`src/rtl/npu_pkg.sv`:
```
// Shared NPU defaults and small elaboration-time helpers.
package npu_pkg;

  localparam int unsigned NPU_N          = 4;
  localparam int unsigned NPU_DATA_WIDTH = 8;
  localparam int unsigned NPU_ACC_WIDTH  = 32;

  // Number of live partial sums at tree level lvl when starting from n terms.
  function automatic int unsigned level_count(int unsigned n, int unsigned lvl);
    return (n + (32'd1 << lvl) - 32'd1) >> lvl;
  endfunction

endpackage

```
`src/rtl/adder_tree.sv`:
```
// Balanced binary adder tree over N signed ACC_WIDTH terms; wraps modulo 2^ACC_WIDTH.
module adder_tree
  import npu_pkg::*;
#(
  parameter int unsigned N         = NPU_N,
  parameter int unsigned ACC_WIDTH = NPU_ACC_WIDTH
) (
  input  logic [N*ACC_WIDTH-1:0]        terms_i,
  output logic signed [ACC_WIDTH-1:0]   sum_o
);

  localparam int unsigned LEVELS = (N > 1) ? $clog2(N) : 0;

  logic signed [ACC_WIDTH-1:0] lvl [LEVELS+1][N];

  always_comb begin
    for (int unsigned l = 0; l <= LEVELS; l++) begin
      for (int unsigned j = 0; j < N; j++) begin
        lvl[l][j] = '0;
      end
    end
    for (int unsigned j = 0; j < N; j++) begin
      lvl[0][j] = terms_i[j*ACC_WIDTH +: ACC_WIDTH];
    end
    for (int unsigned l = 0; l < LEVELS; l++) begin
      for (int unsigned j = 0; j < N/2; j++) begin
        if (j < level_count(N, l) / 2) begin
          lvl[l+1][j] = lvl[l][2*j] + lvl[l][2*j+1];
        end
      end
      // An unpaired last element is forwarded untouched to the next level.
      if (level_count(N, l) % 2 == 1) begin
        lvl[l+1][level_count(N, l) / 2] = lvl[l][level_count(N, l) - 1];
      end
    end
  end

  assign sum_o = lvl[LEVELS][0];

endmodule

```
`src/rtl/dot_product.sv`:
```
// Signed N-element dot product: combinational result plus a one-cycle registered copy.
module dot_product
  import npu_pkg::*;
#(
  parameter int unsigned N          = NPU_N,
  parameter int unsigned DATA_WIDTH = NPU_DATA_WIDTH,
  parameter int unsigned ACC_WIDTH  = NPU_ACC_WIDTH
) (
  input  logic                          clk,
  input  logic                          rst_n,
  input  logic [N*DATA_WIDTH-1:0]       x,
  input  logic [N*DATA_WIDTH-1:0]       w,
  input  logic                          in_valid,
  output logic signed [ACC_WIDTH-1:0]   dp,
  output logic signed [ACC_WIDTH-1:0]   dp_q,
  output logic                          out_valid
);

  localparam int unsigned PW = 2 * DATA_WIDTH;

  logic signed [PW-1:0]    prod [N];
  logic [N*ACC_WIDTH-1:0]  terms;

  always_comb begin
    terms = '0;
    for (int unsigned i = 0; i < N; i++) begin
      prod[i] = PW'(signed'(x[i*DATA_WIDTH +: DATA_WIDTH]))
              * PW'(signed'(w[i*DATA_WIDTH +: DATA_WIDTH]));
      terms[i*ACC_WIDTH +: ACC_WIDTH] = ACC_WIDTH'(prod[i]);
    end
  end

  adder_tree #(
    .N         (N),
    .ACC_WIDTH (ACC_WIDTH)
  ) u_tree (
    .terms_i (terms),
    .sum_o   (dp)
  );

  always_ff @(posedge clk) begin
    if (!rst_n) begin
      dp_q      <= '0;
      out_valid <= 1'b0;
    end else begin
      out_valid <= in_valid;
      if (in_valid) begin
        dp_q <= dp;
      end
    end
  end

endmodule

```
`config.mk`:
```
export PLATFORM = sky130hd
export DESIGN_NAME = dot_product
export DESIGN_NICKNAME = d
export VERILOG_FILES = /design/src/rtl/npu_pkg.sv /design/src/rtl/adder_tree.sv /design/src/rtl/dot_product.sv
export SDC_FILE = /design/constraint.sdc
export NUM_CORES = 1
export LEC_CHECK = 0
export ABC_AREA = 1
export BUFFER_PORTS_ARGS = -buffer_cell sky130_fd_sc_hd__buf_2
export CAP_MARGIN = 20
export CORE_UTILIZATION = 69
export DETAILED_ROUTE_END_ITERATION = 6
export GPL_TIMING_DRIVEN = 1
export PLACE_DENSITY = 0.95
export RECOVER_POWER = 50
export SLEW_MARGIN = 5
export SYNTH_ARGS = -nofsm -noshare
export SYNTH_HDL_FRONTEND = slang
export SYNTH_HIERARCHICAL = 1
export SYNTH_SLANG_ARGS = --single-unit
```
`constraint.sdc`:
```
create_clock -name clk -period 13.7 [get_ports clk]
set_input_delay 0 -clock clk [delete_from_list [all_inputs] [get_ports clk]]
set_output_delay 0 -clock clk [all_outputs]
set_load 0.01 [all_outputs]
```
==> impl_metrics.toml <==
[clocking]
cts.clk_slew.worst_paths_ns = 0.06
hold_buffers = 0
post_cts_resized = 0
h-tree-depth = 2
cts.sinks = 33
post_cts_buffers = 0
cts_root_buf = "clkbuf_16"
cts_tree = "built"
clockBufferDepth = 2
clock_latency_ns = 0.28
cts_buffers = 5

[worst_setup_path]
cp_data_arrival_time_ns = 6.97
path_max_fanout = 18
slowest_delay_ns = 0.70
start_kind = "primary input"
cpMostUsedCell = "nand2_1"
worstPathRequired_ns = 13.70
path_class = "primary input to primary output"
endpoint_kind = "primary output"
cp_slowest_cell = "fa_1"

[placement]
portBuffers = 131
place_congestion = 1.00
dpl.cell_count = 2776
placed_area_um2 = 17000
dpl.hpwl_um = 33000

[route]
wl_per_cell_um = 13.6
num_vias = 14200
drc = 0
ant_nets = 0
vias_per_cell = 5.12
drt_wl_total_um = 37800
drt-pass1-iter-count = 6
first_iter_violations = 1097

[logic_synthesis]
synth_most_common_cell = "inv_1"
yosysWarnings = 6
avgSynthCellArea_um2 = 6.75
synth-async-reset-ratio_pct = 0
synth_compound_area_share_pct = 4.15
synthesis.instances = 2401
syn_area_um2 = 16200
synth_top_cell_by_area = "fa_1"
synth_seq_cells = 33
ys.flop_type = "dfxtp_1"
synth_top_family_by_area = "adder cells"
synth_cell_types = 36
synth.net_count = 2897
synth.area.top_cells = "fa_1, inv_1, nand2_1"
netlist.area_leader.share_pct = 34.8
seq_area_frac_synth_pct = 4.08
synthXorXnorAreaFrac_pct = 3.03
synth.area.mux_share_pct = 0
yosys.area_share.simple_pct = 21.8
synth-edff-count = 0
yosys-top-cells-count = "inv_1, nand2_1, fa_1"
synth_fa_ha_area_share_pct = 46.2

[layout]
diodes = 0
fin_util_pct = 75.1
final_cells = 2785
finalInstanceArea_um2 = 17200
layout-drive-gt1-share_pct = 6.11
nets = 2967
syn_to_final_growth_pct = 5.84

[timing]
drv_slew = 0
hold_violations = 0
tns_ns = 0
grt_setup_unrepaired = "false"
max_freq_mhz = 144
max-slew-margin-rel_pct = 7.22
post-route-period-util_pct = 50.8
layout_min_cycle_time_ns = 6.97
worstMarginPinSlew_ns = 1.39
setup_viol = 0
fin_skew_ns = 0

[worst_hold_path]
hp-class = "primary input to flip-flop"

[floorplanning]
fp.dieH_um = 155
fp.dieArea_um2 = 24100
die_w_um = 155
top_level_ports = 132
start_util_pct = 70.9
core_region_area_um2 = 22800
num_rows = 55

[run]
maxCapViolCount = 0

[status]
status = "finished, final reports clean"

[global_routing]
grt_usage_pct = 33.0
grt_max_degree = 35
antenna_found_initial = 0
grt_overflow_total = 0
grt_pass1_vias = 14700
grt_pass1_wl_um = 64800
## flip-flops by register name (all words and copies together) (netlist names)
register	cells
dp_q	32
out_valid	1
## stage by stage
step	setup WS, ns	hold slack [ns]
global route	6.28	0.221
CTS	6.79	0.194
detailed placement	6.68	0.398
finish	6.73	0.206
floorplan	7.42	0.136
global placement	6.88	0.404
## cells in the final DEF (no fill, tap or decap), types with 12 or more instances in the layout
cell type / Yosys / routed
a21oi_1: 41 / 41
clkbuf_1: 67 / 42
dfxtp_1: 33 / 33
o21ai_0: 35 / 35
xnor2_1: 20 / 20
nor2_1: 151 / 151
inv_1: 824 / 824
nand2_1: 604 / 604
nand3_1: 62 / 64
o21bai_1: 12 / 12
fa_1: 282 / 282
xor2_1: 36 / 36
buf_2: 1 / 89
nand2_2: 17 / 17
ha_1: 147 / 147
## area by class of cell
type	count	area, um^2
repair buffers	132	631
clock buffers	5	125
inverters	828	3110
well taps	313	392
clock inverters	3	68.8
fillers	1715	5700
flip-flops and latches	33	661
multi-input cells	1471	12200
## layer usage
layer | wire, um | GRT usage, %
met1 | 15100 | 40.0
met2 | 19200 | 60.6
met3 | 2280 | 3.93
met4 | 1240 | 11.3
met5 | 0 | 0
## critical path: cells and delay by family
kind                       cells  cell delay [ns]
and+or+nand+nor               12             1.75
adders and majority gates      8             3.96
AOI/OAI and AO/OA              2             0.40
buffers and inverters          8             0.84
## worst paths after layout
check	startpoint	to	slack, ns	cells past startpoint
min	rst_n	out_valid	0.21	3
max reg2reg	dp_q[30]	dp_q[30]	12.99	2
max	w[10]	dp[28]	6.73	30
min reg2reg	dp_q[11]	dp_q[11]	0.51	2
## cells by family after synthesis
logic type	after synthesis
AOI/OAI and AO/OA	113
xor gates and xnor gates	56
adders and majority gates	429
buffers and inverters	897
DFF	33
and+or+nand+nor	873
Power is not shown: default switching activity piles up to over one toggle a cycle in this logic, so the estimate is an artifact.
